## src/rtl/multiplier_pkg.sv

```systemverilog
// Shared types for the shift-add multiplier: iteration count, controller states and the
// one-hot datapath command bundle.
package multiplier_pkg;

    localparam int unsigned N_BITS = 8;
    localparam int unsigned CNT_W  = $clog2(N_BITS);

    typedef enum logic [2:0] {
        IDLE,
        CLR,
        ADD,
        SHIFT,
        HOLD
    } mult_state_e;

    typedef struct packed {
        logic clr_ld;
        logic clear_xa;
        logic add;
        logic sub;
        logic shift;
    } mult_cmd_t;

endpackage

```

## src/rtl/mult_step_counter.sv

```systemverilog
// Iteration counter for the multiply loop; saturates at N_BITS-1 and flags the last step.
module mult_step_counter #(
    parameter int unsigned N_BITS = 8,
    parameter int unsigned CNT_W  = 3
) (
    input  logic i_clk,
    input  logic i_reset,
    input  logic i_clr,
    input  logic i_inc,
    output logic o_last
);

    logic [CNT_W-1:0] r_count;

    always_ff @(posedge i_clk) begin
        if (i_reset || i_clr) begin
            r_count <= '0;
        end else if (i_inc && !o_last) begin
            r_count <= r_count + 1'b1;
        end
    end

    assign o_last = (r_count == CNT_W'(N_BITS - 1));

endmodule

```

## src/rtl/multiplier_control.sv

```systemverilog
// Sequencer for the 8-bit shift-add multiplier datapath.
// Build option MULT_SKIP_ZERO_ADD_EN: iterations whose multiplier bit is 0 take one cycle.
module multiplier_control
    import multiplier_pkg::*;
(
    input  logic Clk,
    input  logic Reset,
    input  logic Run,
    input  logic ClearA_LoadB,
    input  logic M,
    output logic Clr_Ld,
    output logic ClearXA,
    output logic Add,
    output logic Sub,
    output logic Shift,
    output logic Busy,
    output logic Done
);

    mult_state_e r_state;
    mult_cmd_t   w_cmd;
    logic        w_last;
    logic        w_cnt_clr;
    logic        w_cnt_inc;
    logic        w_skip;

`ifdef MULT_SKIP_ZERO_ADD_EN
    // An ADD cycle with M=0 has nothing to add, so it shifts immediately instead.
    assign w_skip = (r_state == ADD) && !M;
`else
    assign w_skip = 1'b0;
`endif

    assign w_cnt_clr = (r_state == CLR);
    assign w_cnt_inc = (r_state == SHIFT) || w_skip;

    mult_step_counter #(
        .N_BITS (N_BITS),
        .CNT_W  (CNT_W)
    ) u_step_counter (
        .i_clk   (Clk),
        .i_reset (Reset),
        .i_clr   (w_cnt_clr),
        .i_inc   (w_cnt_inc),
        .o_last  (w_last)
    );

    always_ff @(posedge Clk) begin
        if (Reset) begin
            r_state <= IDLE;
        end else begin
            case (r_state)
                IDLE:    if (Run) r_state <= CLR;
                CLR:     r_state <= ADD;
                ADD:     begin
                    if (w_skip) r_state <= w_last ? HOLD : ADD;
                    else        r_state <= SHIFT;
                end
                SHIFT:   r_state <= w_last ? HOLD : ADD;
                HOLD:    if (!Run) r_state <= IDLE;
                default: r_state <= IDLE;
            endcase
        end
    end

    // Sub on the last iteration corrects for the multiplier's sign bit.
    always_comb begin
        w_cmd = '0;
        case (r_state)
            IDLE:  w_cmd.clr_ld   = ClearA_LoadB && !Run;
            CLR:   w_cmd.clear_xa = 1'b1;
            ADD:   begin
                w_cmd.add   = M && !w_last;
                w_cmd.sub   = M && w_last;
                w_cmd.shift = w_skip;
            end
            SHIFT: w_cmd.shift    = 1'b1;
            default: ;
        endcase
    end

    assign Clr_Ld  = w_cmd.clr_ld;
    assign ClearXA = w_cmd.clear_xa;
    assign Add     = w_cmd.add;
    assign Sub     = w_cmd.sub;
    assign Shift   = w_cmd.shift;
    assign Busy    = (r_state == CLR) || (r_state == ADD) || (r_state == SHIFT);
    assign Done    = (r_state == HOLD);

endmodule
```

## config.mk

```make
export PLATFORM = sky130hd
export DESIGN_NAME = multiplier_control
export DESIGN_NICKNAME = d
export VERILOG_FILES = /design/src/rtl/multiplier_pkg.sv /design/src/rtl/mult_step_counter.sv /design/src/rtl/multiplier_control.sv
export SDC_FILE = /design/constraint.sdc
export NUM_CORES = 1
export LEC_CHECK = 0
export ABC_AREA = 1
export CORE_AREA = 4 4 41 43
export DETAILED_ROUTE_END_ITERATION = 8
export DIE_AREA = 0 0 45 47
export SKIP_CTS_REPAIR_TIMING = 1
export SYNTH_ARGS = -nofsm -noshare
export SYNTH_HDL_FRONTEND = slang
export SYNTH_SLANG_ARGS = --single-unit
```

## constraint.sdc

```tcl
create_clock -name Clk -period 1.7 [get_ports Clk]
set_input_delay 0.17 -clock Clk [delete_from_list [all_inputs] [get_ports Clk]]
set_output_delay 0.17 -clock Clk [all_outputs]
set_load 0.05 [all_outputs]
```

==> metrics.md <==
| Metric | Value |
|---|---|
| GRT Total Usage | 0.0831 |
| Post-synth top area cell | dfxtp_1 |
| Vias in the first global route | 285 |
| Peak supply drop | 0.396 mV |
| Synth Area in Simple Gates | 0.419 |
| Final Cycle Share | 0.951 |
| Die W | 45 µm |
| Worst reg2reg path startpoint | u_step_counter.r_count[0]$_SDFFE_PP0P_ |
| DRT iter0 DRCs | 4 |
| Count of maximum capacitance violations | 0 |
| Most used cell, CP | ha_1 |
| Die span in y | 47 µm |
| Worst Min Path Start | u_step_counter.r_count[0]$_SDFFE_PP0P_ |
| First-pass GRT wire length | 1.15 mm |
| Vias per cell | 4.34 |
| Slew Viols, Final | 0 |
| # placed instances | 76 |
| Fill count | 143 |
| CP max stage cell | dfxtp_1 |
| CP top delay family | adder cells |
| CTS tree | built |
| Power Dens Cells | 716 mW/mm² |
| Drt first pass iters | 4 |
| Clock latency on the worst-skew pair | 0.24 ns |
| Area Overhead vs Synth | 63.0% |
| Via count | 343 |
| Fin nets | 73 |
| Synth Cell Area | 338 µm² |
| # rows | 13 |
| DIE AREA | 0.00212 mm² |
| WS Path Type | flop to output port |
| Place WS | 0.275 ns |
| Slew @ Worst Pin | 0.257 ns |
| Worst reg2reg endpoint | u_step_counter.r_count[1]$_SDFFE_PP0P_ |
| Max Clk Rate | 618 MHz |
| Gr ovfl total | 0 |
| Synthesized Nets | 57 |
| Critical path, cell by cell | ha_1, ha_1, inv_2, nor3_4, buf_12 |
| CTS H-tree lvls | 1 |
| Final setup violation count | 0 |
| Gpl congestion | 0.703 |
| Cell variety after synth | 14 |
| Mean Syn Cell Area | 6.76 µm² |
| Buffers on Ports | 11 |
| TritonCTS Buffers | 3 |
| Dominant synthesized flop cell | dfxtp_1 |
| Fin area | 551 µm² |
| CTS Sinks | 6 |
| Worst setup margin | 0.0830 ns |
| I/O pins | 12 |
| WL final | 747 µm |
| Peak per-stage delay on the critical path | 0.35 ns |
| Largest net degree at the start of global routing | 7 |
| Initial Util | 0.260 |
| Clock-pin slew on the worst setup and hold paths | 0.05 ns |
| Worst path bufs/invs | 2 |
| Final ANT Viol Nets | 0 |
| Worst Hold Path EP | u_step_counter.r_count[0]$_SDFFE_PP0P_ |
| Ys async rst share | 0 |
| Reg2reg path depth | 7 |
| Count leader, synth | inv_1 |
| Core ar. | 0.00130 mm² |
| Post-synth top cells | inv_1, nor2_1, nand2_1 |
| Fin cells | 79 |
| #FFs+latches synth | 6 |
| Worst min path class | flop to flop |
| Compound-Gate Fraction of Synth Area | 0.0296 |
| Setup TNS | 0 ns |
| XOR/XNOR Fraction of Synth Area | 0 |
| Share of cells above drive strength 1 | 0.250 |
| Crit path time final | 1.62 ns |
| R2R Setup Slk | 0.48 ns |
| Outcome | finished, final reports clean |
| Antenna violations before repair | 0 |
| Critical path peak fanout | 6 |
| Post-synth EDFFs | 0 |
| Mux contribution to synthesized area | 0 |
| Diodes inserted | 0 |
| Synth Area in Adders | 0.0741 |
| Overall Power | 0.000394 W |
| Max clock buf depth | 2 |
| Final Hold Vio Count | 0 |
| Root Driver | clkbuf_4 |
| Main combinational cell family by area after synthesis | simple AND/OR/NAND/NOR gates |
| Max-slew headroom | 0.827 |
| Worst Setup End Kind | output port |
| Post-synthesis cell count | 50 |
| Crit path required time | 1.53 ns |
| DR WL/cell | 9.46 µm |
| DRC Markers | 0 |
| Clock Skew | 0.00737 ns |
| DPL Wire Length | 613 µm |
| Area post-placement | 522 µm² |
| Leakage Power | 0.258 nW |
| Synth area leaders | dfxtp_1, inv_1, nor2_1 |
| Yosys warns | 0 |
| Seq/Total Area, Yosys | 0.356 |
| Crit path DAT | 1.45 ns |
| Startpoint class of the critical path | flop |
| Hold path depth | 2 |
| Yosys top cell area share | 0.356 |
## worst register-to-register path, stage by stage (launching register included)
cell and delay [ns]:
dfxtp_1 0.35, ha_1 0.16, ha_1 0.21, inv_2 0.10
nand2_2 0.09, clkinv_1 0.07, nor2_1 0.08, nor2_1 0.05
## power breakdown
part           switching (W)  internal (W)  total (W)
Sequential        0.00000684      0.000147   0.000154
Combinational      0.0000617     0.0000474   0.000109
Clock              0.0000508     0.0000798   0.000131
Total               0.000119      0.000275   0.000394
## metal layers
metal  vias to the layer above  wire length (µm)  part of all wire  GRT usage
met5                         -                 0                 0          0
met4                         0                24             0.032     0.0877
met3                         4                46             0.062     0.0345
met2                         9               306              0.41     0.0960
met1                       145               371              0.50      0.108
li1                        185                 -                 -          -
## registers in the layout, indices dropped and copies added (netlist names)
signal,count
u_step_counter.r_count,3
r_state,3
## placed cells by master (no fill, tap or decap), drive strengths merged
cell type	count
nand2	9
and3	1
clkinv	1
clkdlybuf4s50	4
nor2	10
clkbuf	3
nand3	3
inv	10
ha	2
nor4	1
nand3b	2
a21oi	2
nor3	3
dfxtp	6
buf	7
## per-stage QoR
step | hold slack [ns] | utilization
floorplan | 0.239 | -
CTS | 0.491 | 0.418
finish | 0.488 | 0.423
global route | 0.508 | 0.423
global placement | 0.468 | 0.401
detailed placement | 0.484 | 0.401
## how the worst max path moves through the flow
stage                                                 from  endpoint  slack (ns)  cells past startpoint
finish              u_step_counter.r_count[0]$_SDFFE_PP0P_       Sub        0.08                      5
global route        u_step_counter.r_count[0]$_SDFFE_PP0P_       Sub      -0.007                      5
CTS                 u_step_counter.r_count[0]$_SDFFE_PP0P_       Sub     -0.0005                      5
detailed placement  u_step_counter.r_count[0]$_SDFFE_PP0P_       Sub        0.28                      5
global placement    u_step_counter.r_count[0]$_SDFFE_PP0P_       Sub        0.33                      5
floorplan           u_step_counter.r_count[0]$_SDFFE_PP0P_       Sub        0.08                      4
## logic make-up (layout without fill, tap and decap cells)
kind of cell	Yosys count	after routing
AOI/OAI and AO/OA	2	2
adders and majority gates	2	2
buffers and inverters	11	25
DFF	6	6
and+or+nand+nor	29	29
## cell type report
| type | count | area (µm²) | area share |
|---|---|---|---|
| well taps | 15 | 18.8 | 0.0341 |
| clock buffers | 3 | 22.5 | 0.0409 |
| repair buffers | 11 | 155 | 0.282 |
| flip-flops and latches | 6 | 120 | 0.218 |
| inverters | 11 | 41.3 | 0.0750 |
| multi-input cells | 33 | 193 | 0.350 |
Power figures use the tool's default switching activity.
